===== src/rtl/alu_exec_buffer.sv =====
// Execute stage: evaluates one ALU operation per accepted request and queues the
// result, flags and destination tag in a 2-entry FIFO with valid/ready on both sides.
module alu_exec_buffer #(
    parameter int DATA_W = 32,
    parameter int TAG_W  = 5
) (
    input  logic              clk_i,
    input  logic              rst_i,
    input  logic              flush_i,
    input  logic              in_valid_i,
    output logic              in_ready_o,
    input  logic [3:0]        alu_ctrl_i,
    input  logic [DATA_W-1:0] src1_i,
    input  logic [DATA_W-1:0] src2_i,
    input  logic [TAG_W-1:0]  tag_i,
    output logic              out_valid_o,
    input  logic              out_ready_i,
    output logic [DATA_W-1:0] result_o,
    output logic              zero_o,
    output logic              ovf_o,
    output logic              illegal_o,
    output logic [TAG_W-1:0]  tag_o
);

    typedef enum logic [3:0] {
        OP_AND = 4'b0000,
        OP_OR  = 4'b0001,
        OP_ADD = 4'b0010,
        OP_SUB = 4'b0110,
        OP_SLT = 4'b0111,
        OP_NOR = 4'b1010
    } op_e;

    typedef struct packed {
        logic [DATA_W-1:0] result;
        logic              zero;
        logic              ovf;
        logic              illegal;
        logic [TAG_W-1:0]  tag;
    } entry_t;

    entry_t      slots [2];
    entry_t      new_entry;
    entry_t      head;
    logic        wr;
    logic        rd;
    logic [1:0]  count;
    logic        push;
    logic        pop;

    logic [DATA_W-1:0] sum;
    logic [DATA_W-1:0] diff;
    logic              sign_a;
    logic              sign_b;

    assign sum    = src1_i + src2_i;
    assign diff   = src1_i - src2_i;
    assign sign_a = src1_i[DATA_W-1];
    assign sign_b = src2_i[DATA_W-1];

    // NOTE: every field gets a default before the case so no path leaves it unassigned (no latch).
    always_comb begin
        new_entry         = '0;
        new_entry.tag     = tag_i;
        unique case (op_e'(alu_ctrl_i))
            OP_AND: new_entry.result = src1_i & src2_i;
            OP_OR:  new_entry.result = src1_i | src2_i;
            OP_NOR: new_entry.result = ~(src1_i | src2_i);
            OP_ADD: begin
                new_entry.result = sum;
                new_entry.ovf    = (sign_a == sign_b) && (sum[DATA_W-1] != sign_a);
            end
            OP_SUB: begin
                new_entry.result = diff;
                new_entry.ovf    = (sign_a != sign_b) && (diff[DATA_W-1] != sign_a);
            end
            // Exact signed compare; the subtraction sign is wrong when it overflows.
            OP_SLT: new_entry.result = {{(DATA_W-1){1'b0}}, ($signed(src1_i) < $signed(src2_i))};
            default: new_entry.illegal = 1'b1;
        endcase
        new_entry.zero = (new_entry.result == '0);
    end

    assign in_ready_o  = rst_i && !flush_i && (count != 2'd2);
    assign out_valid_o = (count != 2'd0);
    assign push        = in_valid_i && in_ready_o;
    assign pop         = out_valid_o && out_ready_i;

    // NOTE: state registers use non-blocking assignments so every flop samples pre-edge values.
    always_ff @(posedge clk_i) begin
        if (!rst_i) begin
            count <= 2'd0;
            wr    <= 1'b0;
            rd    <= 1'b0;
        end else if (flush_i) begin
            count <= 2'd0;
            wr    <= 1'b0;
            rd    <= 1'b0;
        end else begin
            if (push) wr <= ~wr;
            if (pop)  rd <= ~rd;
            if (push && !pop)      count <= count + 2'd1;
            else if (!push && pop) count <= count - 2'd1;
        end
    end

    // NOTE: slot storage is not reset; the head is masked to zero whenever count is 0.
    always_ff @(posedge clk_i) begin
        if (push) slots[wr] <= new_entry;
    end

    assign head        = out_valid_o ? slots[rd] : '0;
    assign result_o    = head.result;
    assign zero_o      = head.zero;
    assign ovf_o       = head.ovf;
    assign illegal_o   = head.illegal;
    assign tag_o       = head.tag;

endmodule


===== config.mk =====
export PLATFORM = sky130hd
export DESIGN_NAME = alu_exec_buffer
export DESIGN_NICKNAME = d
export VERILOG_FILES = /design/src/rtl/alu_exec_buffer.sv
export SDC_FILE = /design/constraint.sdc
export NUM_CORES = 1
export LEC_CHECK = 0
export CORE_MARGIN = 1
export CORE_UTILIZATION = 57
export CTS_CLUSTER_SIZE = 28
export DETAILED_ROUTE_END_ITERATION = 8
export HOLD_SLACK_MARGIN = 0.06
export MAX_ROUTING_LAYER = met4
export PLACE_DENSITY = 0.82
export SYNTH_ARGS = -nofsm -noshare
export SYNTH_HDL_FRONTEND = slang
export SYNTH_SLANG_ARGS = --single-unit

===== constraint.sdc =====
create_clock -name clk_i -period 5.8 [get_ports clk_i]
set_input_delay 1.16 -clock clk_i [delete_from_list [all_inputs] [get_ports clk_i]]
set_output_delay 1.16 -clock clk_i [all_outputs]
set_load 0.01 [all_outputs]

==> metrics.md <==
| Metric | Value |
|---|---|
| Critical path required time | roughly 5.9 ns |
| Fin. Hold Viols | 0 |
| Critical path depth | 14 |
| Die Wd | around 130 um |
| Ys Warns | 0 |
| CP Class | in -> reg |
| Synthesized area | just over 9000 sq um |
| Worst endpoint data arrival time | ~5.3 ns |
| Inserted Diodes | 0 |
| Area contributors post-synth | edfxtp_1, ha_1, nor2_1, a21oi_1, mux2i_1 |
| Critical path buffer and inverter count | 2 |
| Worst-path cell chain | clkdlybuf4s50_1 > inv_1 > ha_1 > or4_1 > a311o_1 > and3_1 > a21oi_2 > a211oi_1 > nor2_2 > o221ai_1 > or3_1 > a22oi_1 > nor2_1 > nor4b_2 |
| Crit path capture | slots[0][7]$_DFFE_PP_ |
| Iter 0 DRT Violations | between 1000 and 1500 |
| Post-DRT Antenna Nets | 0 |
| Critical Path Start | src1_i[5] |
| Core Area | roughly 15000 sq um |
| Worst r2r src | count[1]$_SDFFE_PP0P_ |
| Share of layout cells above drive strength 1 | 0.0596 |
| Placed cell area | approximately 10000 sq um |
| Wire per inst | slightly below 20 um |
| Final slew viol count | 0 |
| Via count | between 9000 and 10000 |
| Peak supply drop | 181 uV |
| Total wire length | around 28000 um |
| Flop2flop setup slack | approximately 3.7 ns |
| Internal Dissipation | between 1 and 1.5 mW |
| DIE AREA | 16400 sq um |
| Async set or reset register ratio after synthesis | 0 |
| Cell count after placement | between 1000 and 1500 |
| Hold buffers post-CTS | 0 |
| Most frequent cells in the layout | nor2_1, clkdlybuf4s50_1, inv_1 |
| Clock-pin slew on the worst setup and hold paths | 0.06 ns |
| Hold Path Depth | 2 |
| Clock Tree Root | clkbuf_16 |
| CP delay by family, top | simple AND/OR/NAND/NOR gates |
| Slowest CP cell | or4_1 |
| Vias in the first global route | slightly above 8000 |
| Flop pwr share | 0.344 |
| Comb power frac | 0.351 |
| R2R depth | 7 |
| Final period util | 0.907 |
| Remaining Overflow, GRT | 0 |
| Pleak | between 4 and 5 nW |
| Maximum clock rate | ~0.19 GHz |
| Crit end category | flop |
| Pre-antenna DRT Iters | 8 |
| Sequential area share after synthesis | 0.276 |
| Post-synth EDFFs | 80 |
| Worst Tran Pin Value | 0.908 ns |
| Ys flop type | edfxtp_1 |
| Setup crit start kind | primary input |
| Mapped Nets | between 1000 and 1500 |
| Yosys cell types | between 70 and 80 |
| CP peak stage delay | 0.61 ns |
| Post-synth top area share | 0.265 |
| CTS resizes | 0 |
| Crit-path max FO | 12 |
| Initial Utilization | 0.589 |
| Final Skew | 0.00815 ns |
| Endpoints failing setup | 0 |
| CTS max path bufs | 2 |
| Setup tns final | 0 ns |
| Initial antenna violation count | 0 |
| CTS tree | done |
| Hold/Removal Path Class | reg -> reg |
| Critical R2R Capture | count[1]$_SDFFE_PP0P_ |
| RSZ-0062 raised after global routing | no |
| Global-route wire length before repair | roughly 43000 um |
| Port-buffer cells | ~120 |
| Fin nets | about 1400 |
| Setup bufs post-CTS | 0 |
| Sink Count | 85 |
| Slew headroom | 0.395 |
| Most common cell after layout, fill and taps aside | nor2_1 |
| H-tree levels | 3 |
| Sw Pwr | ~0.68 mW |
| DRC viols | 0 |
| Largest net degree at the start of global routing | approximately 40 |
| Tmin final | ~5.3 ns |
| # IOs | between 100 and 150 |
| Worst-Skew Late Latency | about 0.33 ns |
| Syn Inst Count | roughly 1100 |
| TritonCTS buffer count | 9 |
| Finished Layout Cells | between 1000 and 1500 |
| Routed vias/inst | approximately 6.4 |
| WHS | ~0.53 ns |
| Dpl hpwl | around 21000 um |
| Clk pwr share | 0.304 |
| Top cell type by total area after synthesis | edfxtp_1 |
| Max Cap Viol | 0 |
| Power Density | approximately 190 nW/um^2 |
| GP Congestion | 1.00 |
| Area Overhead vs Synth | 19.2% |
| Avg Inst Size Synth | a little over 8 sq um |
| FF+latch count, synth | between 80 and 90 |
| Net Sw Frac | 0.333 |
| Status | finished clean |
| Total track usage | 0.349 |
| Final instance area | between 10000 and 15000 sq um |
| Die H | about 130 um |
| Rows | 45 |
## cell usage after synthesis (6+ instances only)
| library cell | instances |
|---|---|
| o211ai_1 | 23 |
| o221ai_1 | 6 |
| a211oi_1 | 17 |
| or2_2 | 6 |
| and3_1 | 7 |
| buf_1 | 10 |
| inv_1 | 104 |
| nand3_1 | 22 |
| clkbuf_1 | 49 |
| buf_2 | 6 |
| a221oi_1 | 8 |
| nor2_1 | 131 |
| o21ai_0 | 47 |
| ha_1 | 99 |
| nand4_1 | 11 |
| o21a_1 | 9 |
| a22oi_1 | 13 |
| mux2i_1 | 48 |
| a31oi_1 | 12 |
| o2111ai_1 | 6 |
| nand2b_1 | 8 |
| a21oi_1 | 98 |
| a21o_1 | 15 |
| or3_1 | 8 |
| a22o_1 | 10 |
| nor2b_1 | 8 |
| o21bai_1 | 13 |
| o31ai_1 | 10 |
| o22ai_1 | 9 |
| nand2_1 | 79 |
| and2_1 | 8 |
| a221o_1 | 6 |
| nor4_1 | 9 |
| o31a_1 | 7 |
| edfxtp_1 | 80 |
| nor3_1 | 23 |
## power by group through the flow
stage | logic (mW) | clock network, mW | registers [mW]
finish | 0.714 | 0.619 | 0.700
global route | 0.773 | 0.653 | 0.701
CTS | 0.693 | 0.625 | 0.700
detailed placement | 0.689 | 0 | 0.713
global placement | 0.683 | 0 | 0.713
floorplan | 0.448 | 0 | 0.712
## cell type report
cell class	count	area, sq um
Clock buffer	9	225
Clock inverter	7	103
Fill cell	1220	4580
Inverter	105	394
Multi-Input combinational cell	857	5920
Sequential cell	85	2500
Tap cell	211	264
Timing Repair Buffer	145	1380
## cells by family after synthesis
| kind of cell | after synthesis | synth area share |
|---|---|---|
| xor gates and xnor gates | 6 | 0.00581 |
| AOI/OAI and AO/OA | 359 | 0.272 |
| adders and majority gates | 101 | 0.141 |
| buffers and inverters | 171 | 0.0726 |
| muxes | 49 | 0.0543 |
| and+or+nand+nor | 342 | 0.178 |
| DFF | 85 | 0.276 |
## through the flow
stage	setup WS [ns]	utilization	power [mW]
6_report	0.542	0.702	2.03
5_1_grt	0.403	0.702	2.13
4_1_cts	0.652	0.702	2.02
3_5_place_dp	0.301	0.681	1.40
3_3_place_gp	0.400	0.681	1.40
2_1_floorplan	1.21	-	1.16
## flip-flops by register name, indices dropped and copies added (netlist names), named ones only
name and cells:
count 2, rd 1, slots 80, wr 1
## worst min-delay path by stage
stage,startpoint,endpoint,slack (ns)
3_3_place_gp,rd$_SDFFE_PP0P_,flop,0.49
3_5_place_dp,rd$_SDFFE_PP0P_,flop,0.50
2_1_floorplan,count[1]$_SDFFE_PP0P_,count[1]$_SDFFE_PP0P_,0.47
5_1_grt,rd$_SDFFE_PP0P_,flop,0.55
6_report,count[1]$_SDFFE_PP0P_,count[1]$_SDFFE_PP0P_,0.53
4_1_cts,count[1]$_SDFFE_PP0P_,count[1]$_SDFFE_PP0P_,0.53
## tightest hold or removal path, stage by stage, from the launching register on
cell and delay [ns]:
dfxtp_1 0.34, o21ai_0 0.08, a21oi_1 0.06
## per-layer routing
| metal | global-route usage | share of wire |
|---|---|---|
| met5 | - | 0 |
| met4 | 0.102 | 0.024 |
| met3 | 0.0547 | 0.098 |
| met2 | 0.538 | 0.45 |
| met1 | 0.473 | 0.43 |
Note: power is estimated with default switching activity, not from simulation.
